File: config.mk
export PLATFORM = sky130hd
export DESIGN_NAME = flappy_scene_engine
export DESIGN_NICKNAME = d
export VERILOG_FILES = /design/src/rtl/flappy_scene_engine.sv
export SDC_FILE = /design/constraint.sdc
export NUM_CORES = 1
export LEC_CHECK = 0
export CORE_ASPECT_RATIO = 0.75
export CORE_UTILIZATION = 25
export CTS_BUF_LIST = sky130_fd_sc_hd__clkbuf_8
export DETAILED_ROUTE_END_ITERATION = 16
export GPL_ROUTABILITY_DRIVEN = 0
export PLACE_DENSITY = 0.4
export SLEW_MARGIN = 10
export SYNTH_ARGS = -nofsm -noshare
export SYNTH_HDL_FRONTEND = slang
export SYNTH_SLANG_ARGS = --single-unit
File: constraint.sdc
create_clock -name clk -period 5.3 [get_ports clk]
set_input_delay 0.53 -clock clk [delete_from_list [all_inputs] [get_ports clk]]
set_output_delay 0.53 -clock clk [all_outputs]
set_load 0.05 [all_outputs]
File: src/rtl/flappy_scene_engine.sv
// flappy_scene_engine: multi-wall flappy game state, physics, collision, scoring and pixel rasteriser
module flappy_scene_engine #(
  parameter int COORD_W      = 8,
  parameter int SCORE_W      = 8,
  parameter int SCREEN_W     = 160,
  parameter int SCREEN_H     = 120,
  parameter int NUM_WALLS    = 2,
  parameter int WALL_SPACING = 80,
  parameter int BIRD_X       = 20,
  parameter int BIRD_W       = 4,
  parameter int WALL_W       = 10,
  parameter int HOLE_H       = 50,
  parameter int GRAVITY      = 1,
  parameter int FLAP_UP      = 6,
  parameter int WALL_SPEED   = 1
) (
  input  logic               clk,
  input  logic               reset,
  input  logic               frame_tick,
  input  logic               flap,
  input  logic [COORD_W-1:0] hole_seed,
  output logic [COORD_W-1:0] x_out,
  output logic [COORD_W-1:0] y_out,
  output logic [2:0]         colour_out,
  output logic               plot,
  output logic               busy,
  output logic               frame_done,
  output logic               collision,
  output logic [SCORE_W-1:0] score_out
);
  localparam int E   = COORD_W + 1;
  localparam int NR  = 2 * NUM_WALLS + 1;
  localparam int R_W = $clog2(NR);
  typedef logic [E-1:0] ext_t;
  typedef logic [COORD_W-1:0] crd_t;
  localparam ext_t BX    = ext_t'(BIRD_X);
  localparam ext_t BXW   = ext_t'(BIRD_X + BIRD_W);
  localparam ext_t BW    = ext_t'(BIRD_W);
  localparam ext_t WW    = ext_t'(WALL_W);
  localparam ext_t HH    = ext_t'(HOLE_H);
  localparam ext_t SH    = ext_t'(SCREEN_H);
  localparam ext_t FU    = ext_t'(FLAP_UP);
  localparam ext_t GR    = ext_t'(GRAVITY);
  localparam ext_t SP    = ext_t'(WALL_SPEED);
  localparam ext_t BMAX  = ext_t'(SCREEN_H - BIRD_W);
  localparam ext_t HMAX  = ext_t'(SCREEN_H - HOLE_H);
  localparam ext_t SPAWN = ext_t'(SCREEN_W - WALL_W);

  typedef enum logic [2:0] {IDLE, ERASE, UPDATE, CHECK, DRAW, DONE} state_t;
  state_t state_q, state_d;
  crd_t bird_q, bird_d;
  crd_t wx_q [NUM_WALLS];
  crd_t wx_d [NUM_WALLS];
  crd_t wh_q [NUM_WALLS];
  crd_t wh_d [NUM_WALLS];
  logic [SCORE_W-1:0] score_q, score_d;
  logic [SCORE_W:0] sum;
  logic flap_q, flap_d, coll_q, coll_d;
  logic [R_W-1:0] r_q, r_d;
  crd_t px_q, px_d, py_q, py_d;
  crd_t rx, ry, rw, rh;
  logic scanning, empty, x_end, y_end, rect_end, list_end;
  int cnt;

  // state registers; reset restores the opening scene
  always_ff @(posedge clk) begin
    if (reset) begin
      state_q <= IDLE;
      bird_q  <= crd_t'((SCREEN_H - BIRD_W) / 2);
      for (int i = 0; i < NUM_WALLS; i++) begin
        wx_q[i] <= crd_t'(SCREEN_W - WALL_W - i * WALL_SPACING);
        wh_q[i] <= crd_t'((SCREEN_H - HOLE_H) / 2);
      end
      score_q <= '0;
      flap_q  <= 1'b0;
      coll_q  <= 1'b0;
      r_q     <= '0;
      px_q    <= '0;
      py_q    <= '0;
    end else begin
      state_q <= state_d;
      bird_q  <= bird_d;
      wx_q    <= wx_d;
      wh_q    <= wh_d;
      score_q <= score_d;
      flap_q  <= flap_d;
      coll_q  <= coll_d;
      r_q     <= r_d;
      px_q    <= px_d;
      py_q    <= py_d;
    end
  end

  // geometry of the rectangle currently being walked: 0 = bird, then top/bottom per wall
  always_comb begin
    rx = crd_t'(BIRD_X);
    ry = bird_q;
    rw = crd_t'(BIRD_W);
    rh = crd_t'(BIRD_W);
    for (int i = 0; i < NUM_WALLS; i++) begin
      if (r_q == R_W'(2 * i + 1)) begin
        rx = wx_q[i];
        ry = '0;
        rw = crd_t'(WALL_W);
        rh = wh_q[i];
      end
      if (r_q == R_W'(2 * i + 2)) begin
        rx = wx_q[i];
        ry = crd_t'(ext_t'(wh_q[i]) + HH);
        rw = crd_t'(WALL_W);
        rh = crd_t'(SH - ext_t'(wh_q[i]) - HH);
      end
    end
  end

  assign scanning   = state_q == ERASE || state_q == DRAW;
  assign empty      = rw == '0 || rh == '0;
  assign x_end      = px_q == rw - crd_t'(1);
  assign y_end      = py_q == rh - crd_t'(1);
  assign rect_end   = empty || (x_end && y_end);
  assign list_end   = scanning && rect_end && r_q == R_W'(NR - 1);
  assign plot       = scanning && !empty;
  assign x_out      = plot ? rx + px_q : '0;
  assign y_out      = plot ? ry + py_q : '0;
  assign colour_out = !plot ? 3'b000 : state_q == ERASE ? 3'b111 : r_q == '0 ? 3'b010 : 3'b100;
  assign busy       = state_q != IDLE;
  assign frame_done = state_q == DONE;
  assign collision  = coll_q;
  assign score_out  = score_q;

  // raster walk: x inner, y outer, zero-area rectangles skipped in one silent cycle
  always_comb begin
    r_d  = r_q;
    px_d = px_q;
    py_d = py_q;
    if (scanning) begin
      if (rect_end) begin
        px_d = '0;
        py_d = '0;
        r_d  = list_end ? '0 : r_q + R_W'(1);
      end else if (x_end) begin
        px_d = '0;
        py_d = py_q + crd_t'(1);
      end else px_d = px_q + crd_t'(1);
    end
  end

  // frame sequencing; a sticky collision blocks new frames
  always_comb begin
    state_d = state_q;
    unique case (state_q)
      IDLE:    state_d = frame_tick && !coll_q ? ERASE : IDLE;
      ERASE:   state_d = list_end ? UPDATE : ERASE;
      UPDATE:  state_d = CHECK;
      CHECK:   state_d = DRAW;
      DRAW:    state_d = list_end ? DONE : DRAW;
      DONE:    state_d = IDLE;
      default: state_d = IDLE;
    endcase
  end

  // physics and scoring in UPDATE, collision test on the new positions in CHECK
  always_comb begin
    bird_d  = bird_q;
    wx_d    = wx_q;
    wh_d    = wh_q;
    score_d = score_q;
    flap_d  = flap_q | flap;
    coll_d  = coll_q;
    cnt     = 0;
    sum     = '0;
    if (state_q == UPDATE) begin
      flap_d = flap;
      bird_d = flap_q ? (ext_t'(bird_q) < FU ? '0 : bird_q - crd_t'(FLAP_UP))
                      : (ext_t'(bird_q) + GR > BMAX ? crd_t'(BMAX) : bird_q + crd_t'(GRAVITY));
      for (int i = 0; i < NUM_WALLS; i++) begin
        if (ext_t'(wx_q[i]) < SP) begin
          wx_d[i] = crd_t'(SPAWN);
          wh_d[i] = ext_t'(hole_seed) > HMAX ? crd_t'(HMAX) : hole_seed;
        end else begin
          wx_d[i] = wx_q[i] - crd_t'(WALL_SPEED);
          if (ext_t'(wx_q[i]) + WW > BX && ext_t'(wx_q[i]) - SP + WW <= BX) cnt++;
        end
      end
      sum     = {1'b0, score_q} + (SCORE_W + 1)'(cnt);
      score_d = sum[SCORE_W] ? '1 : sum[SCORE_W-1:0];
    end
    if (state_q == CHECK)
      for (int i = 0; i < NUM_WALLS; i++)
        if (ext_t'(wx_q[i]) < BXW && ext_t'(wx_q[i]) + WW > BX &&
            (ext_t'(bird_q) < ext_t'(wh_q[i]) || ext_t'(bird_q) + BW > ext_t'(wh_q[i]) + HH))
          coll_d = 1'b1;
  end
endmodule
== Yosys cells after proc, flatten, opt, wreduce, memory -nomap -nowiden ==
Cells that the tools add are included.
Word-level totals
  logic and storage cells: 142
  output and inout bits: 31
  bits of input ports: 12
  register bits: 72
Operators by class
  muxes and demuxes: 46
  bitwise logic cells: 1
  $lt $le $gt $ge: 15
  reductions and logical operators: 30
  add/subtract/negate cells: 27
  eq/ne operators: 11
Operator list (number)
  8-bit 2-to-1 mux: 28
  9-bit 2-to-1 mux: 4
  8-bit by 1-bit subtractor with 8-bit output (second input constant): 4
  8-bit by 1-bit adder with 8-bit output (second input constant): 3
  8-bit by 4-bit adder with 9-bit output (second input constant): 2
  8-bit by 6-bit adder with 9-bit output (second input constant): 2
  9-bit by 4-bit adder with 9-bit output (second input constant): 2
  9-bit by 5-bit > comparator with 1-bit output (second input constant): 2
  9-bit > comparator: 2
  9-bit by 5-bit less-or-equal comparator with 1-bit output (second input constant): 2
  8-bit by 1-bit subtractor with 9-bit output (second input constant): 2
  8-bit adder: 2
  8-bit equality test: 2
  8-bit logical NOT: 2
  8-bit by 1-bit less-than comparator with 1-bit output (second input constant): 2
  8-bit by 5-bit less-than comparator with 1-bit output (second input constant): 2
  8-bit less-than comparator: 2
  7-bit by 8-bit subtractor with 8-bit output (first input constant): 2
  8-bit by 6-bit subtractor with 8-bit output (second input constant): 2
  3-bit one-hot mux with 5 select lines: 1
  3-bit by 2-bit equality test with 1-bit output (second input constant): 4
  3-bit 2-to-1 mux: 4
  1-bit logical AND: 11
  2-bit AND reduction: 5
  20 further kinds: 36

== Longest topological paths before layout ==
  word-level depth: 13
  mapped depth: 22
  gate-level depth less buffers: 21

== Least setup slack after synthesis ==
No wires, ideal clock.
  path type: register -> output
  start: reg r_q[2]
  end: out x_out[2]
  cell stages (with the launch flop): 14
  required time: 4770 ps
  arrival time: 3741 ps
  slack: 1029 ps
  buffers on the path: 2
  cells stage by stage: dfxtp_1 > clkbuf_1 > inv_1 > ha_1 > a21o_1 > buf_2 > nor2_1 > a22oi_1 > ha_1 > o21ai_1 > nor2_1 > nand2_1 > nand2_1 > nor3_1
On the way
  longest elaborated chain between the ends: 10
  elaborated cells on any way between the ends: 23
  those cells by class: add/sub (1); eq/ne (4); mux (13); reduce/logical (5)
RTL lines
  from (decl): RTL line 59  | logic [R_W-1:0] r_q, r_d;
  from (signal assigned): RTL line 88  | r_q <= r_d;
  branches (longest 9 deep; another with 8-bit adder)
  8-bit 2-to-1 mux (*): RTL line 123  | assign x_out = plot ? rx + px_q : '0;
  to (decl): RTL line 22  | output logic [COORD_W-1:0] x_out,
Mark *: on every way between the ends.

== Final worst setup path ==
  start: reg r_q[2]
  end: out y_out[5]
On the way
  longest elaborated chain between the ends: 10
  elaborated cells on any way between the ends: 23
  those cells by class: add/sub (1); eq/ne (4); mux (13); reduce/logical (5)
RTL lines
  branches (longest 9 deep; another with 8-bit adder)
  8-bit 2-to-1 mux (*): RTL line 124  | assign y_out = plot ? ry + py_q : '0;
  to (decl): RTL line 23  | output logic [COORD_W-1:0] y_out,
Marked as above.

==> run_summary.xml <==
<?xml version="1.0" encoding="UTF-8"?>
<metrics>
  <group name="status">
    <metric name="run_status" unit="">completed</metric>
  </group>
  <group name="worst_setup_path">
    <metric name="worstSetupStartpointType" unit="">flip-flop</metric>
    <metric name="cp_data_required_time" unit="ns">4.77</metric>
    <metric name="critical_path.endpoint_type" unit="">output pin</metric>
    <metric name="r2r_endpoint" unit="">score_out[0]$_SDFFE_PP0P_</metric>
    <metric name="timing.critical_path.fanout_max" unit="">17</metric>
    <metric name="timing.rr.start" unit="">wx_q[10]$_SDFFE_PP1P_</metric>
    <metric name="critical_path_arrival" unit="ns">4.46</metric>
    <metric name="regToRegSetupSlack" unit="ns">0.88</metric>
    <metric name="worstSetupEndpoint" unit="">y_out[5]</metric>
    <metric name="reg2regPathDepth" unit="">20</metric>
    <metric name="worst_setup_path_startpoint" unit="">r_q[2]$_SDFFE_PP0N_</metric>
    <metric name="critical_path_class" unit="">reg2out</metric>
  </group>
  <group name="synthesis">
    <metric name="synth_async_sr_flop_share" unit="%">0</metric>
    <metric name="synth-simple-area-share" unit="%">24.86</metric>
    <metric name="synth_compound_gate_area_share" unit="%">23.97</metric>
    <metric name="top_cell_type_by_total_area_after_synthesis" unit="">dfxtp_1</metric>
    <metric name="yosys-top-cells-count" unit="">82 x ha_1, 82 x nor2_1, 72 x dfxtp_1, 68 x nand2_1, 58 x a21oi_1</metric>
    <metric name="postSynthNetCount" unit="">1017</metric>
    <metric name="syn-cell-area" unit="um^2">7022</metric>
    <metric name="netlist_instances" unit="">920</metric>
    <metric name="synth_fa_ha_area_share" unit="%">15.61</metric>
    <metric name="post_synth_xor_area_fraction" unit="%">8.357</metric>
    <metric name="synth_seq_cells" unit="">72</metric>
    <metric name="synth_top_family_by_area" unit="">simple AND/OR/NAND/NOR gates</metric>
    <metric name="number_of_flops_mapped_to_enable_cells_by_yosys" unit="">0</metric>
    <metric name="synth_top_cell_area_share" unit="%">20.53</metric>
    <metric name="synthesis.area_per_instance" unit="um^2">7.632</metric>
    <metric name="ys_dominant_reg_cell" unit="">dfxtp_1</metric>
    <metric name="muxShareOfSynthArea" unit="%">0.7484</metric>
    <metric name="synth.top_cells.by_area" unit="">dfxtp_1 21%, ha_1 15%, xnor2_1 5.7%</metric>
    <metric name="yosys_cell_types" unit="">74</metric>
    <metric name="synth-seq-area-share" unit="%">20.53</metric>
    <metric name="ys.warnings.count" unit="">0</metric>
  </group>
  <group name="global_routing">
    <metric name="overflow" unit="">0</metric>
    <metric name="grt_pass1_wl" unit="mm">37.42</metric>
    <metric name="antenna_found_initial" unit="">0</metric>
    <metric name="number_of_global_route_vias_before_repair" unit="">6268</metric>
    <metric name="maximum_number_of_pins_on_one_net_before_global_route_repair" unit="">38</metric>
    <metric name="grtUsageTotal" unit="%">16.84</metric>
  </group>
  <group name="hold_path">
    <metric name="hp-class" unit="">reg2reg</metric>
  </group>
  <group name="sta">
    <metric name="rsz0062_at_grt" unit="">no</metric>
    <metric name="clock_skew" unit="ns">0.01720</metric>
    <metric name="report.final.slew_viol_count" unit="">0</metric>
    <metric name="maxClockFrequency" unit="MHz">200.4</metric>
    <metric name="timing.max_slew.rel_slack" unit="%">51.69</metric>
    <metric name="setup_violations" unit="">0</metric>
    <metric name="final.setup.tns" unit="ns">0</metric>
    <metric name="period_share" unit="%">94.17</metric>
    <metric name="max_slew.worst_pin.slew" unit="ns">0.7247</metric>
    <metric name="hold_violations" unit="">0</metric>
    <metric name="min_period" unit="ns">4.991</metric>
  </group>
  <group name="routing">
    <metric name="drt-pass1-iter-count" unit="">5</metric>
    <metric name="detail_route.wirelength" unit="mm">23.47</metric>
    <metric name="avgViaCountPerCell" unit="">5.163</metric>
    <metric name="detail-route-antenna-nets" unit="">0</metric>
    <metric name="drt-initial-drc-count" unit="">607</metric>
    <metric name="detail_route.drc_violations" unit="">0</metric>
    <metric name="via_count" unit="">6686</metric>
    <metric name="routed_wire_length_per_instance" unit="um">18.12</metric>
  </group>
  <group name="pwr">
    <metric name="total_power" unit="mW">1.113</metric>
    <metric name="worst_ir_drop_vdd" unit="uV">90.84</metric>
    <metric name="powerDensity" unit="nW/um^2">139.8</metric>
    <metric name="total_leakage_power" unit="nW">3.112</metric>
  </group>
  <group name="floorplanning">
    <metric name="die_height" unit="um">147.1</metric>
    <metric name="fp.coreArea" unit="um^2">27260</metric>
    <metric name="row_count" unit="">52</metric>
    <metric name="initial_utilization" unit="%">25.76</metric>
    <metric name="ioPinCount" unit="">43</metric>
    <metric name="overall_die_area" unit="um^2">28770</metric>
    <metric name="fp.dieW" unit="um">195.5</metric>
  </group>
  <group name="cells_and_area">
    <metric name="layout_cells_excl_fill" unit="">1295</metric>
    <metric name="nets_final" unit="">1036</metric>
    <metric name="flow.area_growth_from_synthesis" unit="%">13.42</metric>
    <metric name="antennaDiodeCount" unit="">0</metric>
    <metric name="final_layout_size_suffix_gt1_share" unit="%">5.191</metric>
  </group>
  <group name="cts">
    <metric name="worst_skew_pair.late_latency" unit="ns">0.40</metric>
    <metric name="cts.root.buffer_cell" unit="">clkbuf_8</metric>
    <metric name="cts-buffers-inserted" unit="">9</metric>
    <metric name="sink_count" unit="">72</metric>
    <metric name="cts-htree-levels" unit="">3</metric>
    <metric name="cts_setup_buffers" unit="">0</metric>
    <metric name="ctsLongestPathBuffers" unit="">2</metric>
    <metric name="cts_tree" unit="">yes</metric>
    <metric name="cts.reportedPaths.clkPinSlew" unit="ns">0.10</metric>
  </group>
  <group name="placement">
    <metric name="dpl.cell_count" unit="">1279</metric>
    <metric name="port_buffers" unit="">42</metric>
    <metric name="place.detailed.hpwl" unit="mm">18.39</metric>
  </group>
  <group name="run">
    <metric name="drv.max_cap_violation_count" unit="">0</metric>
  </group>
</metrics>
[registers in the layout, summed over array words and instances, names as in the netlist]
register	count
px_q	8
state_q	3
wh_q	16
score_out	8
wx_q	16
flap_q	1
py_q	8
bird_q	8
r_q	3
collision	1
[cell usage in the layout, fill, tap and decap left out, types with 28 or more instances in the layout]
| cell | count |
|---|---|
| nor2_1 | 82 |
| ha_1 | 82 |
| nand3_1 | 34 |
| nor3_1 | 28 |
| o21ai_0 | 44 |
| nand2_1 | 68 |
| inv_1 | 58 |
| a21oi_1 | 58 |
| xnor2_1 | 46 |
| clkdlybuf4s50_1 | 32 |
| dfxtp_1 | 71 |
[stage by stage]
| stage | hold WS (ns) | util, % | area, um^2 | setup slack, ns |
|---|---|---|---|---|
| after detailed placement | 0.5043 | 28.49 | 7767 | 0.4645 |
| after CTS | 0.5236 | 29.18 | 7955 | 0.009397 |
| after global routing | 0.5400 | 29.21 | 7964 | 0.06244 |
| final | 0.5226 | 29.21 | 7964 | 0.3089 |
| after floorplan | 0.4837 | - | 7022 | 1.029 |
| after global placement | 0.5091 | 28.49 | 7767 | 0.5268 |
[where the power goes]
part	switching, mW	total (mW)	internal [mW]
clock network	0.250	0.465	0.214
registers	0.00582	0.549	0.543
logic	0.0671	0.100	0.0329
[how the worst min path moves through the flow]
stage,startpoint,endpoint,depth (start not counted)
global route,r_q[0]$_SDFFE_PP0N_,r_q[0]$_SDFFE_PP0N_,2
global placement,r_q[0]$_SDFFE_PP0N_,r_q[0]$_SDFFE_PP0N_,2
finish,score_out[0]$_SDFFE_PP0P_,score_out[0]$_SDFFE_PP0P_,2
CTS,score_out[0]$_SDFFE_PP0P_,score_out[0]$_SDFFE_PP0P_,2
floorplan,r_q[0]$_SDFFE_PP0N_,r_q[0]$_SDFFE_PP0N_,2
detailed placement,score_out[0]$_SDFFE_PP0P_,score_out[0]$_SDFFE_PP0P_,2
[metal layers]
metal	wire length (um)	up-vias	track usage (%)
met1	12970	3150	26.54
met2	9051	149	22.89
met3	1210	14	3.145
met4	232	0	3.701
li1	-	3373	-
met5	0	-	0
[worst max-delay path, cell delays in order, from the launching register on]
cell and delay (ns):
dfxtp_2 0.52, inv_1 0.14, ha_1 0.40, or3b_1 0.56
o221ai_1 0.36, ha_1 0.31, a21o_1 0.18, a21o_1 0.19
a21o_1 0.18, a21oi_1 0.22, xnor2_1 0.09, nor2_1 0.09
clkdlybuf4s50_1 0.81
[cell families after synthesis]
kind of cell,Yosys count
adders and majority gates,86
and+or+nand+nor,342
AOI/OAI and AO/OA,243
buffers and inverters,105
xor gates and xnor gates,67
DFF,72
muxes,5
[cell type report]
| cell class | instances | area (um^2) |
|---|---|---|
| Fill cell | 2963 | 19300 |
| Multi-Input combinational cell | 743 | 5164 |
| Tap cell | 351 | 439.2 |
| Inverter | 56 | 210.2 |
| Sequential cell | 72 | 1443 |
| Clock inverter | 7 | 63.81 |
| Timing Repair Buffer | 57 | 520.5 |
| Clock buffer | 9 | 123.9 |
[repair_timing]
action | in CTS | in global routing
gates resized for setup | 0 | 4
setup endpoints to repair | 0 | 7
hold endpoints to repair | 0 | 0
hold buffers | 0 | 0
(Power assumes the default switching activity.)
